==> config.mk <==
export PLATFORM = sky130hd
export DESIGN_NAME = mmio_uart_tx
export DESIGN_NICKNAME = d
export VERILOG_FILES = /design/src/rtl/mmio_uart_tx.sv
export SDC_FILE = /design/constraint.sdc
export NUM_CORES = 1
export LEC_CHECK = 0
export CAP_MARGIN = 40
export CORE_MARGIN = 10
export CORE_UTILIZATION = 45
export CTS_CLUSTER_DIAMETER = 40
export DETAILED_ROUTE_END_ITERATION = 12
export GPL_TIMING_DRIVEN = 0
export PLACE_DENSITY_LB_ADDON = 0.05
export SLEW_MARGIN = 20
export SYNTH_ARGS = -nofsm -noshare
export SYNTH_HDL_FRONTEND = slang
export SYNTH_SLANG_ARGS = --single-unit
export TNS_END_PERCENT = 100
==> constraint.sdc <==
create_clock -name clk -period 6.7 [get_ports clk]
set_clock_uncertainty 0.1 [all_clocks]
set_input_delay 1.34 -clock clk [delete_from_list [all_inputs] [get_ports clk]]
set_output_delay 1.34 -clock clk [all_outputs]
set_load 0.01 [all_outputs]
==> src/rtl/mmio_uart_tx.sv <==
// mmio_uart_tx: memory-mapped 8N1 UART transmitter.
// Processor stores to TXDATA queue bytes in a small FIFO. A TX FSM
// pops them one at a time and shifts each out on Tx as an 8N1 frame.
// STATUS reports FIFO fill, frame activity and a sticky overflow flag.
//
// Bus handshake: there is no valid/ready pair. A store is a single-cycle
// strobe (MemWrite) that is always accepted. When the FIFO is full, the
// byte is dropped and the overflow flag records the loss.
module mmio_uart_tx #(
    parameter logic [31:0] BASE_ADDR    = 32'h0000_0400,
    parameter int          CLKS_PER_BIT = 16,
    parameter int          FIFO_DEPTH   = 8
) (
    input  logic        clk,
    input  logic        reset,
    input  logic        MemWrite,
    input  logic [31:0] DataAdr,
    input  logic [31:0] WriteData,
    output logic [31:0] RdData,
    output logic        Sel,
    output logic        Tx,
    output logic        Busy
);

    localparam int PW = $clog2(FIFO_DEPTH);
    localparam int CW = PW + 1;
    localparam int TW = $clog2(CLKS_PER_BIT);

    typedef enum logic [1:0] {S_IDLE, S_START, S_DATA, S_STOP} state_t;

    // Registers
    state_t         r_state;
    logic [7:0]     r_mem [FIFO_DEPTH];
    logic [PW-1:0]  r_wr_ptr;
    logic [PW-1:0]  r_rd_ptr;
    logic [CW-1:0]  r_count;
    logic           r_ovf;
    logic [7:0]     r_shift;
    logic [2:0]     r_bit_idx;
    logic [TW-1:0]  r_timer;
    logic           r_tx;

    // Wires
    state_t         w_state_next;
    logic           w_hit;
    logic           w_wr_data;
    logic           w_wr_stat;
    logic           w_full;
    logic           w_empty;
    logic           w_push;
    logic           w_drop;
    logic           w_clr_ovf;
    logic           w_pop;
    logic           w_tick;
    logic           w_last_bit;
    logic [7:0]     w_shift_next;
    logic [2:0]     w_bit_idx_next;
    logic [TW-1:0]  w_timer_next;
    logic           w_tx_next;
    logic [31:0]    w_count_ext;
    logic [3:0]     w_cnt_disp;
    logic [31:0]    w_status;
    logic           w_unused_bits;

    // Address decode: byte lanes DataAdr[1:0] do not affect register selection
    assign w_hit     = (DataAdr[31:3] == BASE_ADDR[31:3]);
    assign w_wr_data = MemWrite & w_hit & ~DataAdr[2];
    assign w_wr_stat = MemWrite & w_hit &  DataAdr[2];
    assign w_clr_ovf = w_wr_stat & WriteData[3];

    assign w_full  = (r_count == CW'(FIFO_DEPTH));
    assign w_empty = (r_count == '0);

    // A push into a full FIFO is dropped even if a pop frees a slot this cycle
    assign w_push = w_wr_data & ~w_full;
    assign w_drop = w_wr_data &  w_full;

    assign w_tick     = (r_timer == TW'(CLKS_PER_BIT - 1));
    assign w_last_bit = (r_bit_idx == 3'd7);

    assign w_count_ext = 32'(r_count);
    assign w_cnt_disp  = (w_count_ext > 32'd15) ? 4'hF : w_count_ext[3:0];
    assign w_status    = {24'h0, w_cnt_disp, r_ovf, (r_state != S_IDLE), w_empty, w_full};

    assign Sel    = w_hit;
    assign RdData = (w_hit && DataAdr[2]) ? w_status : 32'h0;
    assign Tx     = r_tx;
    assign Busy   = (r_state != S_IDLE) | ~w_empty;

    assign w_unused_bits = ^{DataAdr[1:0], WriteData[31:8]};

    // FIFO storage: written on accepted pushes only; contents need no reset
    always_ff @(posedge clk) begin
        if (w_push) begin
            r_mem[r_wr_ptr] <= WriteData[7:0];
        end
    end

    // FIFO pointers and occupancy count
    always_ff @(posedge clk) begin
        if (reset) begin
            r_wr_ptr <= '0;
            r_rd_ptr <= '0;
            r_count  <= '0;
        end else begin
            if (w_push) r_wr_ptr <= r_wr_ptr + 1'b1;
            if (w_pop)  r_rd_ptr <= r_rd_ptr + 1'b1;
            case ({w_push, w_pop})
                2'b10:   r_count <= r_count + 1'b1;
                2'b01:   r_count <= r_count - 1'b1;
                default: r_count <= r_count;
            endcase
        end
    end

    // Sticky overflow: a drop in the same cycle as a clear wins
    always_ff @(posedge clk) begin
        if (reset) begin
            r_ovf <= 1'b0;
        end else if (w_drop) begin
            r_ovf <= 1'b1;
        end else if (w_clr_ovf) begin
            r_ovf <= 1'b0;
        end
    end

    // TX FSM state register plus the datapath it steers
    always_ff @(posedge clk) begin
        if (reset) begin
            r_state   <= S_IDLE;
            r_shift   <= '0;
            r_bit_idx <= '0;
            r_timer   <= '0;
            r_tx      <= 1'b1;
        end else begin
            r_state   <= w_state_next;
            r_shift   <= w_shift_next;
            r_bit_idx <= w_bit_idx_next;
            r_timer   <= w_timer_next;
            r_tx      <= w_tx_next;
        end
    end

    // TX FSM next-state logic
    always_comb begin
        w_state_next = r_state;
        case (r_state)
            S_IDLE:  if (!w_empty)              w_state_next = S_START;
            S_START: if (w_tick)                w_state_next = S_DATA;
            S_DATA:  if (w_tick && w_last_bit)  w_state_next = S_STOP;
            S_STOP:  if (w_tick)                w_state_next = S_IDLE;
            default:                            w_state_next = S_IDLE;
        endcase
    end

    // TX FSM outputs: pop, datapath next values, and the next Tx level
    always_comb begin
        w_pop          = 1'b0;
        w_shift_next   = r_shift;
        w_bit_idx_next = r_bit_idx;
        w_timer_next   = r_timer;
        w_tx_next      = 1'b1;
        if (r_state == S_IDLE) begin
            if (!w_empty) begin
                w_pop          = 1'b1;
                w_shift_next   = r_mem[r_rd_ptr];
                w_bit_idx_next = '0;
                w_timer_next   = '0;
            end
        end else if (w_tick) begin
            w_timer_next = '0;
            if (r_state == S_DATA) begin
                w_shift_next   = r_shift >> 1;
                w_bit_idx_next = r_bit_idx + 1'b1;
            end
        end else begin
            w_timer_next = r_timer + 1'b1;
        end
        // Tx is registered, so it is derived from the state being entered
        case (w_state_next)
            S_START: w_tx_next = 1'b0;
            S_DATA:  w_tx_next = w_shift_next[0];
            default: w_tx_next = 1'b1;
        endcase
    end

endmodule

Word-level counts from Yosys, hierarchy flattened. Memory sizes are Yosys's and may differ from the RTL's. A register that Yosys moved wholly into a read port is not among the register bits. Index checks and enable logic that the tools add are counted.

Word-level logic and storage cells: 78. Register bits: 29. Output and inout bits: 35. Bits in writable memories: 64. Memory bits (read-only): 0. Latch bits: 0. Memories kept: 1. Input port bits: 67.

Reductions and logical operators: 10. Bitwise logic cells: 10. Shift operators: 0. $mul: 0. Div/mod/pow operators: 0. Equal/unequal tests: 12. Magnitude comparators: 1. Mux-type cells: 28. Add/subtract/negate cells: 6.

Memories: r_mem (words 8, bits a word 8, read ports 1, clocked after memory_dff 1, write ports 1, line 33) `logic [7:0] r_mem [FIFO_DEPTH];`.

Operators with widths (count): 2-to-1 mux 8 bit (5); == test 29 x 8 -> 1 bit, second input constant (1); 2-to-1 mux 3 bit (6); 2-to-1 mux 4 bit (4); nonzero test 2 bit (5); adder 3 x 1 -> 3 bit, second input constant (3); adder 4 x 1 -> 4 bit, second input constant (2); == test 2 bit, second input constant (4); == test 4 bit, second input constant (2); 2-to-1 mux 2 bit (4); one-hot mux 2 bit (4 select lines) (1); one-hot mux 4 bit (2 select lines) (1); bitwise AND 1 bit (6); == test 2 x 1 -> 1 bit, second input constant (3); 2-to-1 mux 1 bit (6); greater-than comparator 4 bit, second input constant (1); logical NOT 4 bit (1); subtractor 4 x 1 -> 4 bit, second input constant (1); == test 3 bit, second input constant (1); NOT 1 bit (3); AND reduction 3 bit (1); logical AND 1 bit (2); logical NOT 2 bit (1); inequality test 2 bit, second input constant (1); other kinds (2) (2).

Logic depth before layout (Yosys ltp). Gate-level depths: netlist of the first run.

Depth in word-level cells: 6. Gate-level depth with buffers: 12. Gate-level depth less buffers: 10.

Worst setup path before layout of the first run. Ideal clock, no wire load.

Kind: input-to-reg. Start: in DataAdr[11]. End: reg r_count[2]. Path buffers: 1. Stages on the path: 11. Setup slack: 2956 ps. Library setup time: 70 ps. Required time: 6530 ps. Arrival time: 3573 ps. Cells stage by stage: nor4_4 > nand4_4 > or3_1 > buf_6 > ha_1 > xor2_1 > ha_1 > a21oi_1 > xor2_1 > or3_1 > a21oi_1.

Cells in the longest elaborated chain, start to end: 6. Elaborated cells on any way between the ends: 8. Classes of those cells: eq/ne: 3; mux: 1; bitwise: 3; reduce/logical: 1.

Ends and longest elaborated chain: start: declaration (line 17) `input logic [31:0] DataAdr,`; == test 29 x 8 -> 1 bit * (line 66) `assign w_hit = (DataAdr[31:3] == BASE_ADDR[31:3]);`; bitwise AND 1 bit * (2 in a row) (line 67) `assign w_wr_data = MemWrite & w_hit & ~DataAdr[2];`; bitwise AND 1 bit * (line 75) `assign w_push = w_wr_data & ~w_full;`; == test 2 x 1 -> 1 bit / == test 2 bit (equally long branches) (line 108) `case ({w_push, w_pop})`; one-hot mux 4 bit (2 select lines) / nonzero test 2 bit (equally long branches); end signal: assignment (line 109) `2'b10: r_count <= r_count + 1'b1;`; end signal: assignment (line 110) `2'b01: r_count <= r_count - 1'b1;`; end signal: assignment (line 111) `default: r_count <= r_count;`; end: declaration (line 36) `logic [CW-1:0] r_count;`.

Every way passes the cells marked *; elsewhere a longest branch is shown, timed or not. A chain may end at the register's enable or synchronous reset.

Worst setup path in the final report of the first run.
Start: in DataAdr[11]. End: out RdData[3].

Cells in the longest elaborated chain, start to end: 3.

Ends and longest elaborated chain: == test 29 x 8 -> 1 bit (line 66); logical AND 1 bit (line 86) `assign RdData = (w_hit && DataAdr[2]) ? w_status : 32'h0;`; 2-to-1 mux 8 bit (line 86); end: declaration (line 19) `output logic [31:0] RdData,`.

Every way passes these cells.

==> out/results.tsv, run 1 <==
stage	metric	value	unit
run_status	outcome	completed	
route	vias post-DR	2820	
route	drt total wl	9.29	mm
clocking	Clock H-tree levels	3	
setup_path	type of origin of the critical path	primary input	
setup_path	worst reg2reg setup slack	3.60	ns
finish	ANT cells	0	
route	post-DR vias/cell	5.12	
timing	Achievable Freq	0.207	GHz
clocking	post_cts resized	0	
clocking	Clk Latency, worst-skew pair	0.36	ns
power_and_ir_drop	peak supply drop	112	uV
setup_path	crit path cell chain	clkdlybuf4s50_1 -> nor4_4 -> and4_2 -> and3_1 -> and2_1 -> clkdlybuf4s50_1	
route	Pre-Repair DR Iteration Count	5	
clocking	root buffer cell	clkbuf_8	
clocking	CTS tree	built	
clocking	Setup Buffers After CTS	0	
synthesis	synth warn	0	
setup_path	WP data arrival	3.38	ns
synthesis	fraction of registers with async set/reset	0	
global_route	total gr overflow	0	
finish	most common cell after layout, fill and taps aside	edfxtp_1	
setup_path	Worst path top cell family by delay	simple AND/OR/NAND/NOR gates	
floorplanning	Die Wd	120	um
synthesis	Cells after Synth	325	
synthesis	distinct cell type count after synthesis	57	
timing	Worst Max-Slew Pin Slew	0.746	ns
global_route	vias in the first global route	3068	
setup_path	Worst Path Max Fanout	5	
timing	Post-Route Setup TNS	0	ns
finish	commonest cells after routing, fill and taps aside	64 x edfxtp_1, 51 x clkdlybuf4s50_1, 32 x dfxtp_1, 29 x buf_4	
placed_design	routability cong.	0.738	
finish	Core Util, Final	0.563	
floorplanning	die height	120	um
synthesis	sequential cell area fraction in the yosys report	0.571	
clocking	CTS Buffer Depth	2	
power_and_ir_drop	Static Leak	0.00193	uW
setup_path	cell mode on critical path	clkdlybuf4s50_1	
clocking	Hold-fix buffers, CTS	0	
floorplanning	Boundary Pins	102	
global_route	largest net degree at the start of global routing	16	
synthesis	EDFF count, synth	64	
finish	share of cells above drive strength 1	0.234	
clocking	clk sinks	96	
route	antenna viol nets, final	0	
timing	Hold Vio Cnt, Final	0	
synthesis	Mapped Area	4490	sq um
timing	fin crit period	4.82	ns
timing	RSZ-0062 raised after global routing	false	
route	DRC viols	0	
finish	Non-Filler Instances	551	
global_route	GRT Total Usage	0.133	
timing	Final Cycle Share	0.720	
setup_path	Worst path max stage delay	0.55	ns
floorplanning	full die area	14400	sq um
timing	relative slew slack	0.500	
power_and_ir_drop	pwr dens	186	nW/um^2
clocking	Worst-path clk slew	0.08	ns
synthesis	Synth Area per Inst	13.8	sq um
clocking	CTS buffer count	9	
synthesis	Synth Register Bits	96	
floorplanning	core area	9730	sq um
power_and_ir_drop	total power	1020	uW
setup_path	endpoint type of the worst setup path	output port	
worst_hold_path	worst hold path class	reg -> reg	
placed_design	dpl cell area	5310	sq um
placed_design	I/O Buffers	51	
route	post-DR wirelength/cell	16.9	um
floorplanning	FP Rows	36	
setup_path	Worst Path Buf+Inv	2	
placed_design	DP Wirelength	6.96	mm
placed_design	dpl cells	536	
finish	post-route cell area	5470	sq um
setup_path	Setup CP Type	in -> out	
global_route	antenna violations before repair	0	
setup_path	CP Data Required Time	5.26	ns
global_route	global-route wire length before repair	15.3	mm
timing	Final setup viols	0	
synthesis	Synth Flop Type	edfxtp_1	
floorplanning	initial cell density of the core	0.461	
setup_path	slowest stage cell on the critical path	clkdlybuf4s50_1	
finish	Area Growth Syn to Fin	22.0	%
timing	fin. max-slew vios	0	
finish	Nets	489	
route	initial DRC count	150	
job	Max-Cap Viols	0	
==> per-stage QoR <==
| stage | hold slack [ns] | setup slack, ns |
|---|---|---|
| after floorplan | 0.353 | 2.96 |
| after CTS | 0.403 | 1.84 |
| after global placement | 0.376 | 1.72 |
| final | 0.402 | 1.88 |
| after global routing | 0.413 | 1.74 |
| after detailed placement | 0.387 | 1.86 |
==> cell families after synthesis <==
group,Yosys count,share of synthesized area
and+or+nand+nor,98,0.154
DFF,96,0.571
buffers and inverters,44,0.0655
AOI/OAI and AO/OA,43,0.0619
muxes,29,0.112
adders and majority gates,8,0.0223
xor gates and xnor gates,6,0.0117
other,1,0.000836
==> worst reg2reg max path: cells and delay by family, from the launching register on <==
kind,cells,cell delay (ns)
and+or+nand+nor,4,1.31
adders and majority gates,2,0.44
buffers and inverters,2,0.35
xor gates and xnor gates,2,0.32
DFF,1,0.31
AOI/OAI and AO/OA,2,0.20
==> where the power goes <==
| group | total [uW] | switching, uW | internal (uW) | leakage (uW) |
|---|---|---|---|---|
| Sequential | 630 | 0.00000183 | 630 | 0.000833 |
| Combinational | 58.3 | 25.7 | 32.6 | 0.00102 |
| Clock | 330 | 197 | 133 | 0.0000763 |
| Total | 1020 | 223 | 795 | 0.00193 |
==> synth_stat cells, types with 4 or more instances <==
cell	number	share of area
nand2_1	12	0.010
a21oi_1	17	0.019
edfxtp_1	64	0.43
mux4_2	16	0.080
o21ai_0	7	0.0078
clkbuf_1	5	0.0042
mux2_2	10	0.025
buf_4	25	0.042
nand3_1	6	0.0067
nor3_1	6	0.0067
buf_2	4	0.0045
nor2_1	24	0.020
and2_1	6	0.0084
nor4_1	6	0.0084
inv_1	5	0.0042
ha_1	8	0.022
xor2_1	5	0.0098
dfxtp_1	32	0.14
a22oi_1	10	0.017
==> final cells by class <==
| cell class | count | area [sq um] |
|---|---|---|
| Timing Repair Buffer | 55 | 541 |
| Inverter | 5 | 18.8 |
| Clock inverter | 5 | 33.8 |
| Tap cell | 133 | 166 |
| Clock buffer | 10 | 128 |
| Sequential cell | 96 | 2560 |
| Fill cell | 831 | 4260 |
| Buffer | 39 | 275 |
| Multi-Input combinational cell | 208 | 1750 |
==> sequential cells by signal, summed over array words and instances (netlist names), named ones only <==
register	count
r_mem	64
r_shift	8
r_count	4
r_timer	4
r_bit_idx	3
r_rd_ptr	3
r_wr_ptr	3
r_state	2
Tx	1
r_ovf	1
==> metal layers <==
metal | GRT usage | routed length [um]
met2 | 0.204 | 4180
met3 | 0.0534 | 779
met4 | 0.0339 | 78
met5 | 0 | 0
met1 | 0.172 | 4250
==> final timing paths <==
path / from / endpoint / cells after the start
setup / recovery: DataAdr[11] / RdData[3] / 6
hold / removal: r_ovf$_SDFFE_PP0P_ / r_ovf$_SDFFE_PP0P_ / 2
setup reg to reg: r_count[1]$_SDFFE_PP0P_ / r_count[2]$_SDFFE_PP0P_ / 12
hold reg to reg: r_ovf$_SDFFE_PP0P_ / r_ovf$_SDFFE_PP0P_ / 2
(Power assumes the default switching activity.)
==> run 2, diff against run 1 <==
clock period = 4.6 ns   (was 6.7 ns; I/O delays follow)
==> results of run 2 <==
The final DEF is identical to that of run 1. Status: completed.
Main changes from that run: setup slack after placement 1.86 ns -> 0.547 ns; setup slack after layout 1.88 ns -> 0.618 ns; register-to-register setup slack 3.60 ns -> 1.50 ns; total power 1020 uW -> 1480 uW; worst IR drop on VDD 112 uV -> 164 uV
==> run 3, diff against run 2 <==
PLACE_DENSITY = 0.81   (was unset)
PLACE_DENSITY_LB_ADDON = unset   (was 0.05)
TNS_END_PERCENT = unset   (was 100)
==> out/results.tsv, run 3 (synthesis gave the netlist of run 1 again) <==
stage	metric	value	unit	change
global_route	GRT Total Usage	0.130		-0.00281
power_and_ir_drop	Comb pwr share	0.055		-0.002
setup_path	Setup CP Type	in -> out		
floorplanning	die height	120	um	unchanged
finish	max FFs per register	64		unchanged
job	Max-Cap Viols	0		unchanged
finish	share of cells above drive strength 1	0.239		+0.00478
setup_path	Worst path max stage delay	0.54	ns	about the same
finish	post-route cell area	5490	sq um	+0.27%
floorplanning	Die Wd	120	um	unchanged
power_and_ir_drop	internal power	1180	uW	
setup_path	Reg-to-Reg Start	r_count[1]$_SDFFE_PP0P_		
global_route	vias in the first global route	2893		-5.7%
clocking	root buffer cell	clkbuf_8		
power_and_ir_drop	share of power burned in registers	0.589		-0.029
finish	Fill cells	773		-7.0%
clocking	Setup Buffers After CTS	0		unchanged
power_and_ir_drop	net switching power	375	uW	
placed_design	I/O Buffers	51		unchanged
route	post-DR wirelength/cell	16.8	um	-0.55%
timing	Final Cycle Share	0.862		
worst_hold_path	hold path depth	2		unchanged
setup_path	slowest stage cell on the critical path	clkdlybuf4s50_1		
floorplanning	core area	9730	sq um	unchanged
floorplanning	FP Rows	36		unchanged
route	antenna viol nets, final	0		unchanged
route	Pre-Repair DR Iteration Count	4		-1
power_and_ir_drop	Static Leak	0.00196	uW	+1.1%
timing	relative slew slack	0.446		-0.0546
setup_path	WP data arrival	2.95	ns	
clocking	Hold-fix buffers, CTS	0		unchanged
finish	Core Util, Final	0.564		+0.00154
timing	Worst Max-Slew Pin Slew	0.827	ns	+0.0805 ns
floorplanning	initial cell density of the core	0.461		unchanged
timing	Achievable Freq	0.252	GHz	
placed_design	DP Wirelength	6.81	mm	-2.1%
finish	biggest regs	r_mem: 64 flops, r_shift: 8 flops		
timing	Post-Route Setup TNS	0	ns	unchanged
timing	Hold Vio Cnt, Final	0		unchanged
global_route	antenna violations before repair	0		unchanged
timing	Final setup viols	0		unchanged
clocking	post_cts resized	0		unchanged
setup_path	Worst Path Max Fanout	5		unchanged
setup_path	cell depth of the worst flop-to-flop path	12		unchanged
setup_path	cell mode on critical path	clkdlybuf4s50_1		
setup_path	Worst Path Buf+Inv	2		unchanged
route	DRC viols	0		unchanged
global_route	total gr overflow	0		unchanged
floorplanning	full die area	14400	sq um	unchanged
setup_path	Worst path top cell family by delay	simple AND/OR/NAND/NOR gates		
clocking	CTS tree	built		
power_and_ir_drop	pwr dens	284	nW/um^2	
clocking	Worst-path clk slew	0.10	ns	+0.02 ns
setup_path	type of origin of the critical path	primary input		
route	vias post-DR	2869		+1.7%
finish	ANT cells	0		unchanged
power_and_ir_drop	Switching Share	0.241		
setup_path	worst reg2reg setup slack	1.48	ns	
clocking	CTS Buffer Depth	2		unchanged
clocking	Clock H-tree levels	3		unchanged
finish	most common cell after layout, fill and taps aside	edfxtp_1		
route	initial DRC count	159		+6.0%
timing	RSZ-0062 raised after global routing	false		
finish	Nets	488		-0.20%
setup_path	CP Data Required Time	3.58	ns	
power_and_ir_drop	clock power share	0.356		+0.032
clocking	clk sinks	96		unchanged
power_and_ir_drop	peak supply drop	241	uV	
finish	commonest cells after routing, fill and taps aside	64 x edfxtp_1, 51 x clkdlybuf4s50_1, 32 x dfxtp_1, 25 x buf_4		
setup_path	RR Endpoint	r_count[2]$_SDFFE_PP0P_		
global_route	global-route wire length before repair	15.0	mm	-2.1%
route	drt total wl	9.24	mm	-0.55%
timing	fin. max-slew vios	0		unchanged
floorplanning	Boundary Pins	102		unchanged
worst_hold_path	worst hold path class	reg -> reg		
placed_design	routability cong.	0.772		+4.6%
finish	Top reg by flops	r_mem		
clocking	CTS buffer count	9		unchanged
worst_hold_path	WHS Endpoint	r_ovf$_SDFFE_PP0P_		
timing	fin crit period	3.97	ns	
run_status	outcome	completed		
worst_hold_path	hold path startpoint	r_ovf$_SDFFE_PP0P_		
finish	Area Growth Syn to Fin	22.3	%	
setup_path	crit path cell chain	clkdlybuf4s50_1 -> nor4_4 -> and4_2 -> and3_1 -> and2_1 -> clkdlybuf4s50_1		
global_route	largest net degree at the start of global routing	21		+5
route	post-DR vias/cell	5.21		+1.7%
clocking	Clk Latency, worst-skew pair	0.39	ns	+0.03 ns
placed_design	dpl cell area	5290	sq um	-0.45%
setup_path	endpoint type of the worst setup path	output port		
[run 3: power by group through the flow]
stage               combinational [uW]  clock (uW)  sequential (uW)
global placement                  81.1           0              937
floorplan                         33.2           0              937
detailed placement                83.3           0              937
global route                      92.6         605              917
CTS                               83.5         563              917
finish                            85.4         555              917
[run 3: worst max path at each step]
| stage | cells after the start | slack (ns) | end | start |
|---|---|---|---|---|
| detailed placement | 12 | 0.56 | r_count[2]$_SDFFE_PP0P_ | DataAdr[23] |
| finish | 6 | 0.63 | RdData[3] | DataAdr[11] |
| floorplan | 11 | 1.28 | r_count[2]$_SDFFE_PP0P_ | DataAdr[11] |
| global route | 6 | 0.50 | RdData[7] | DataAdr[23] |
| CTS | 6 | 0.63 | RdData[5] | DataAdr[11] |
| global placement | 6 | 0.14 | r_mem[0][2]$_DFFE_PP_ | DataAdr[19] |
[run 3: per-stage QoR]
step           worst slack (ns)  power, uW  hold slack (ns)  instances
3_3_place_gp              0.143       1020            0.368        532
3_5_place_dp              0.556       1020            0.388        535
6_report                  0.633       1560            0.406        551
5_1_grt                   0.504       1610            0.427        551
2_1_floorplan              1.28        970            0.353        348
4_1_cts                   0.628       1560            0.402        551
[run 3: tightest hold or removal path, stage by stage, from the launching register on]
cell	delay (ns)
dfxtp_1	0.33
o31ai_1	0.07
a21oi_1	0.06
[run 3: layout make-up]
class	count	area [sq um]	area share
flip-flops and latches	96	2560	0.467
multi-input cells	208	1740	0.317
repair buffers	54	526	0.0958
plain buffers	39	275	0.0502
well taps	133	166	0.0303
clock buffers	9	124	0.0226
clock inverters	7	76.3	0.0139
inverters	5	18.8	0.00342
[run 3: layer usage]
layer,vias up,routed length (um),GRT usage
met3,12,454,0.0328
li1,1375,-,-
met2,64,4810,0.216
met5,-,0,0
met4,0,155,0.0581
met1,1418,3810,0.157
